[src/rtl/player_r2r_fetch.sv]
// player_r2r_fetch: AXI4-Lite read initiator that streams packed 8-bit samples
// from memory into a small word FIFO and plays them out to an R2R DAC, one
// sample per prescaler tick, four little-endian samples per fetched word.
// Optional build macro: PLAYER_R2R_LOOP_EN (continuous looped playback).
module player_r2r_fetch #(
  parameter int PRESC_MAX = 2267,
  parameter int FIFO_AW   = 3
) (
  input  logic        ACLK,
  input  logic        ARESETN,
  input  logic        start,
  input  logic        stop,
  input  logic [31:0] base_addr,
  input  logic [15:0] num_words,
  output logic [31:0] M_ARADDR,
  output logic [2:0]  M_ARPROT,
  output logic        M_ARVALID,
  input  logic        M_ARREADY,
  input  logic [31:0] M_RDATA,
  input  logic [1:0]  M_RRESP,
  input  logic        M_RVALID,
  output logic        M_RREADY,
  output logic [7:0]  DAC,
  output logic        busy,
  output logic        done,
  output logic        error,
  output logic [7:0]  underrun_cnt
);

  localparam int PW    = $clog2(PRESC_MAX + 1);
  localparam int DEPTH = 1 << FIFO_AW;

  // S_WAIT parks the fetcher between words until the FIFO has room;
  // S_STOP_A / S_STOP_R finish the address and data phases after a stop.
  typedef enum logic [2:0] {
    S_IDLE, S_ADDR, S_DATA, S_WAIT, S_DRAIN, S_STOP_A, S_STOP_R
  } state_t;

  state_t state, state_next;

  logic [PW-1:0]      presc;
  logic               tick;
  logic               play;

  logic [31:0]        addr;
  logic [15:0]        words_left;

  logic [31:0]        fifo_mem [DEPTH];
  logic [FIFO_AW-1:0] wr_ptr, rd_ptr;
  logic [FIFO_AW:0]   count;
  logic               fifo_empty, fifo_full;

  logic [31:0]        cur_word;
  logic [1:0]         byte_idx;
  logic               cur_valid;

  logic               start_idle, launch, push, pop, flush;
  logic               fin_done, err_set, advance, reload;
  logic               ar_valid, r_ready;

  assign tick       = (presc == PW'(PRESC_MAX));
  assign busy       = (state != S_IDLE);
  assign play       = tick && busy;
  assign start_idle = (state == S_IDLE) && start;
  assign fifo_empty = (count == '0);
  assign fifo_full  = (count == (FIFO_AW+1)'(DEPTH));

  assign M_ARADDR   = addr;
  assign M_ARPROT   = 3'b000;
  assign M_ARVALID  = ar_valid;
  assign M_RREADY   = r_ready;

  // Unpacker takes a new word whenever it is empty, or right after playing
  // its last byte on a tick; a flush overrides both.
  assign pop = !flush && !fifo_empty &&
               (!cur_valid || (play && cur_valid && (byte_idx == 2'd3)));

  // Free-running sample-rate prescaler; start never restarts it.
  always_ff @(posedge ACLK) begin
    if (!ARESETN || tick) presc <= '0;
    else                  presc <= presc + 1'b1;
  end

  // Fetch FSM state register.
  always_ff @(posedge ACLK) begin
    if (!ARESETN) state <= S_IDLE;
    else          state <= state_next;
  end

  // Fetch FSM next-state and handshake/control decode.
  always_comb begin
    state_next = state;
    ar_valid   = 1'b0;
    r_ready    = 1'b0;
    launch     = 1'b0;
    push       = 1'b0;
    flush      = 1'b0;
    fin_done   = 1'b0;
    err_set    = 1'b0;
    advance    = 1'b0;
    reload     = 1'b0;
    case (state)
      S_IDLE: begin
        if (start) begin
          if (num_words != 16'd0) begin
            launch     = 1'b1;
            state_next = S_ADDR;
          end else begin
            fin_done = 1'b1;
          end
        end
      end
      S_ADDR: begin
        ar_valid = 1'b1;
        if (stop)           state_next = M_ARREADY ? S_STOP_R : S_STOP_A;
        else if (M_ARREADY) state_next = S_DATA;
      end
      S_DATA: begin
        r_ready = 1'b1;
        if (M_RVALID) begin
          if (M_RRESP != 2'b00) begin
            err_set    = 1'b1;
            flush      = 1'b1;
            state_next = S_IDLE;
          end else if (stop) begin
            flush      = 1'b1;
            state_next = S_IDLE;
          end else begin
            push    = 1'b1;
            advance = 1'b1;
            if (words_left == 16'd1) begin
`ifdef PLAYER_R2R_LOOP_EN
              reload     = 1'b1;
              state_next = S_WAIT;
`else
              state_next = S_DRAIN;
`endif
            end else begin
              state_next = S_WAIT;
            end
          end
        end else if (stop) begin
          state_next = S_STOP_R;
        end
      end
      S_WAIT: begin
        if (stop) begin
          flush      = 1'b1;
          state_next = S_IDLE;
        end else if (!fifo_full) begin
          state_next = S_ADDR;
        end
      end
      S_DRAIN: begin
        if (stop) begin
          flush      = 1'b1;
          state_next = S_IDLE;
        end else if (fifo_empty && !cur_valid) begin
          fin_done   = 1'b1;
          state_next = S_IDLE;
        end
      end
      S_STOP_A: begin
        ar_valid = 1'b1;
        if (M_ARREADY) state_next = S_STOP_R;
      end
      S_STOP_R: begin
        r_ready = 1'b1;
        if (M_RVALID) begin
          err_set    = (M_RRESP != 2'b00);
          flush      = 1'b1;
          state_next = S_IDLE;
        end
      end
      default: state_next = S_IDLE;
    endcase
  end

`ifdef PLAYER_R2R_LOOP_EN
  logic [31:0] base_lat;
  logic [15:0] num_lat;

  // Read address and remaining-word counter, reloaded at the end of each pass.
  always_ff @(posedge ACLK) begin
    if (!ARESETN) begin
      addr       <= '0;
      words_left <= '0;
      base_lat   <= '0;
      num_lat    <= '0;
    end else if (launch) begin
      addr       <= base_addr & ~32'h3;
      base_lat   <= base_addr & ~32'h3;
      words_left <= num_words;
      num_lat    <= num_words;
    end else if (advance) begin
      if (reload) begin
        addr       <= base_lat;
        words_left <= num_lat;
      end else begin
        addr       <= addr + 32'd4;
        words_left <= words_left - 16'd1;
      end
    end
  end
`else
  // Read address and remaining-word counter for single-shot playback.
  always_ff @(posedge ACLK) begin
    if (!ARESETN) begin
      addr       <= '0;
      words_left <= '0;
    end else if (launch) begin
      addr       <= base_addr & ~32'h3;
      words_left <= num_words;
    end else if (advance && !reload) begin
      addr       <= addr + 32'd4;
      words_left <= words_left - 16'd1;
    end
  end
`endif

  // Word FIFO storage; pushes only happen when there is room.
  always_ff @(posedge ACLK) begin
    if (push) fifo_mem[wr_ptr] <= M_RDATA;
  end

  // Word FIFO pointers and occupancy, with simultaneous push/pop honoured.
  always_ff @(posedge ACLK) begin
    if (!ARESETN || flush) begin
      wr_ptr <= '0;
      rd_ptr <= '0;
      count  <= '0;
    end else begin
      if (push) wr_ptr <= wr_ptr + 1'b1;
      if (pop)  rd_ptr <= rd_ptr + 1'b1;
      case ({push, pop})
        2'b10:   count <= count + 1'b1;
        2'b01:   count <= count - 1'b1;
        default: count <= count;
      endcase
    end
  end

  // Unpacker: plays one byte per tick, low byte first, then loads the next word.
  always_ff @(posedge ACLK) begin
    if (!ARESETN) begin
      DAC       <= 8'h80;
      cur_word  <= '0;
      byte_idx  <= '0;
      cur_valid <= 1'b0;
    end else if (flush) begin
      byte_idx  <= '0;
      cur_valid <= 1'b0;
    end else begin
      if (play && cur_valid) begin
        DAC      <= cur_word[{byte_idx, 3'b000} +: 8];
        byte_idx <= byte_idx + 1'b1;
        if (byte_idx == 2'd3) cur_valid <= 1'b0;
      end
      if (pop) begin
        cur_word  <= fifo_mem[rd_ptr];
        byte_idx  <= '0;
        cur_valid <= 1'b1;
      end
    end
  end

  // Status: completion pulse, sticky bus error, saturating starvation counter.
  always_ff @(posedge ACLK) begin
    if (!ARESETN) begin
      done         <= 1'b0;
      error        <= 1'b0;
      underrun_cnt <= '0;
    end else begin
      done <= fin_done;
      if (start_idle)   error <= 1'b0;
      else if (err_set) error <= 1'b1;
      if (start_idle)
        underrun_cnt <= '0;
      else if (play && !cur_valid && (underrun_cnt != 8'hFF))
        underrun_cnt <= underrun_cnt + 8'd1;
    end
  end

endmodule

[config.mk]
export PLATFORM = sky130hd
export DESIGN_NAME = player_r2r_fetch
export DESIGN_NICKNAME = d
export VERILOG_FILES = /design/src/rtl/player_r2r_fetch.sv
export SDC_FILE = /design/constraint.sdc
export NUM_CORES = 1
export LEC_CHECK = 0
export ABC_AREA = 0
export CAP_MARGIN = 20
export CORE_UTILIZATION = 38
export CTS_CLUSTER_DIAMETER = 150
export DETAILED_ROUTE_END_ITERATION = 12
export DONT_BUFFER_PORTS = 1
export HOLD_SLACK_MARGIN = 0.02
export MAX_ROUTING_LAYER = met4
export PLACE_DENSITY_LB_ADDON = 0.2
export REMOVE_ABC_BUFFERS = 1
export SETUP_SLACK_MARGIN = 0.5
export SYNTH_ARGS = -nofsm -noshare
export SYNTH_HDL_FRONTEND = slang
export SYNTH_SLANG_ARGS = --single-unit
[constraint.sdc]
create_clock -name ACLK -period 7.4 [get_ports ACLK]
set_input_delay 1.48 -clock ACLK [delete_from_list [all_inputs] [get_ports ACLK]]
set_output_delay 1.48 -clock ACLK [all_outputs]
set_load 0.01 [all_outputs]
==> metrics.md <==
| Metric | Value |
|---|---|
| Outcome | finished, final reports clean |
| Ports | 144 |
| Die area | 42,100 um2 |
| Met1 usage | 0.216 |
| Fin crit period | roughly 4.5 ns |
| Avg Cell Area, Syn | 14.3 um2 |
| Startpoint types | flop |
| Overall routed net length | 35,100 um |
| Met2 Use GR | 0.277 |
| Initial core utilization | 0.385 |
| Antenna violations before repair | 0 |
| Total CTS buffers | 41 |
| R2R Setup Slk | 2.94 ns |
| Die Width | 205 um |
| Worst-path fanout max | 36 |
| Vias per inst | about 5.5 |
| Synth cell types | between 60 and 70 |
| WS Path Type | flop to flop |
| GR peak layer | met2 |
| First-pass GRT wire length | around 54,000 um |
| Min-Delay Path Class | flop to flop |
| Routability cong. | slightly above 0.8 |
| Util after Layout | 0.430 |
| Num rows | 74 |
| # nets final | 1,193 |
| Rel. slew slack | 0.311 |
| Area delta synth->final | 11.8% |
| WL per Instance | 21.2 um |
| Post-synth EDFFs | ~260 |
| Seq/Total Area, Yosys | 0.648 |
| First-pass DRT Iterations | 4 |
| CTS tree | done |
| Max Fclk | 224 MHz |
| Max Cap Viol | 0 |
| Leak pwr | 5.30 nW |
| Final ANT Viol Nets | 0 |
| RSZ-0062 raised after global routing | false |
| Share of cells above drive strength 1 | 0.155 |
| GRT met3 Usage | 0.0436 |
| Final setup viols | 0 |
| DR iter-0 viols | approximately 670 |
| Fin Setup TNS | 0 ns |
| Detailed Place HPWL | 20,300 um |
| I/O Buffers | 0 |
| Synth area leaders | edfxtp_1 (49%), dfxtp_1 (16%), mux4_2 (10%) |
| Count leader, synth | edfxtp_1 |
| Worst-Margin Slew | between 1 and 1.5 ns |
| Routed vias | 9,161 |
| Async SR Flop Fraction | 0 |
| Mapped cell area | 15,700 um2 |
| Vias in the first global route | 9,116 |
| Yosys reg bits | 380 |
| CP endpoint kind | flop |
| Max rail drop VDD | 0.205 mV |
| Pwr Total | ~5.2 mW |
| Buffer depth of the longest clock path | 3 |
| Layout Skew | 0.0162 ns |
| Worst Path Required | 7.86 ns |
| Clk Latency, worst-skew pair | 0.55 ns |
| Final Hold Vio Count | 0 |
| Slew Limit Fails | 0 |
| CTS root buf | clkbuf_16 |
| CTS Sinks | 380 |
| Cell Pwr Density | 299 nW/um2 |
| Yosys top cell area share | 0.490 |
| DRC | 0 |
| Clk slew on worst S/H paths | 0.06 ns |
| Antenna cells | 0 |
| Most area-hungry cell type in the Yosys netlist | edfxtp_1 |
| Post-cts sizing count | 0 |
| Gate Count Post-Synth | roughly 1,100 |
| Pin count of the biggest net entering global routing | slightly below 80 |
| CTS H-tree depth | 2 |
| GRT Residual Overflow | 0 |
| Die H | 205 um |
| GR Util All Layers | 0.172 |
| Ys flop type | edfxtp_1 |
| Final period util | 0.602 |
| CTS Hold Bufs | 0 |
| Synth Warn # | 0 |
| Commonest cells in the synthesized netlist | edfxtp_1 (256), dfxtp_1 (124), nor2_1 (86) |
| Crit path DAT | 4.92 ns |
| Core area | 40,700 um2 |
| Setup Fix Bufs, Post-CTS | 0 |
[cells in the final DEF, fill, tap and decap left out, types with 3 or more instances in the layout]
cell,n
nor3_1,12
edfxtp_1,256
a211oi_1,38
nand2_1,67
and3_1,8
o311ai_0,5
xor2_1,17
clkbuf_16,42
o21ai_0,27
nor3_2,4
xnor2_1,16
buf_4,16
a41oi_1,3
and2_1,4
or2_2,6
nand4_1,19
nor2_4,4
nor4_2,3
nor4_1,12
clkbuf_1,13
a2bb2oi_1,6
clkinv_2,4
mux4_2,72
a31o_2,3
dfxtp_1,121
o211ai_1,10
nand3_1,40
a21oi_1,30
ha_1,11
inv_1,13
a31oi_1,23
clkinv_1,12
conb_1,5
nor2_1,83
or4_1,8
or3_1,20
mux2i_1,39
nand2b_1,6
[through the flow]
stage          cells  hold slack [ns]  setup slack, ns  instance area (um2)
2_1_floorplan   1035            0.418             1.26                15400
3_3_place_gp    1583            0.430             2.77                16300
3_5_place_dp    1583            0.448             2.69                16300
4_1_cts         1659            0.458             2.87                17500
5_1_grt         1659            0.488             2.56                17500
6_report        1659            0.452             2.94                17500
[power by group]
part	internal (mW)	switching (mW)
Combinational	0.378	0.357
Sequential	2.39	0.162
Clock	1.13	0.826
Total	3.90	1.34
[path summary, 6_finish.rpt]
path	from	to	cells past startpoint
worst max-delay path	byte_idx[0]	count[3]	11
worst min-delay path	presc[0]	presc[0]	1
worst max register to register	byte_idx[0]	count[3]	11
worst min register to register	presc[0]	presc[0]	1
[registers in the layout (all words and copies together) (netlist names)]
register / cells
DAC: 8
M_ARADDR: 30
byte_idx: 2
count: 4
cur_valid: 1
cur_word: 32
done: 1
error: 1
fifo_mem: 256
presc: 12
rd_ptr: 3
state: 3
underrun_cnt: 8
words_left: 16
wr_ptr: 3
[layer usage]
metal	vias up	wire, um
met5	-	0
met4	0	617
met3	45	2500
met2	232	16900
met1	4609	15100
li1	4275	-
[kinds of logic (layout without fill, tap and decap cells)]
logic type / count (synthesis) / after routing / synth area share
AO/OA/AOI/OAI: 164 / 164 / 0.0707
XOR/XNOR: 33 / 33 / 0.0184
adder cells (fa/ha/maj): 11 / 11 / 0.00877
buffers and inverters: 83 / 107 / 0.0220
flip-flops: 380 / 380 / 0.648
multiplexers: 111 / 111 / 0.128
other: 1 / 5 / 0.000239
AND/OR/NAND/NOR: 316 / 316 / 0.103
[area by class of cell]
cell class / count / area [um2]
clock inverters: 20 / 164
multi-input cells: 640 / 5240
flip-flops and latches: 380 / 10200
clock buffers: 56 / 1110
well taps: 532 / 666
repair buffers: 16 / 120
inverters: 15 / 56.3
fillers: 3679 / 23200
[worst max-delay path, stage by stage (launching register included)]
cell and delay, ns:
dfxtp_1 0.86, ha_1 0.25, or4b_1 0.44, o41ai_2 0.39
and3_2 0.65, buf_4 0.44, ha_1 0.32, nor4bb_1 0.31
a21oi_1 0.07, o21a_1 0.18, or3_1 0.30, a21oi_1 0.13
(Power assumes the default switching activity.)
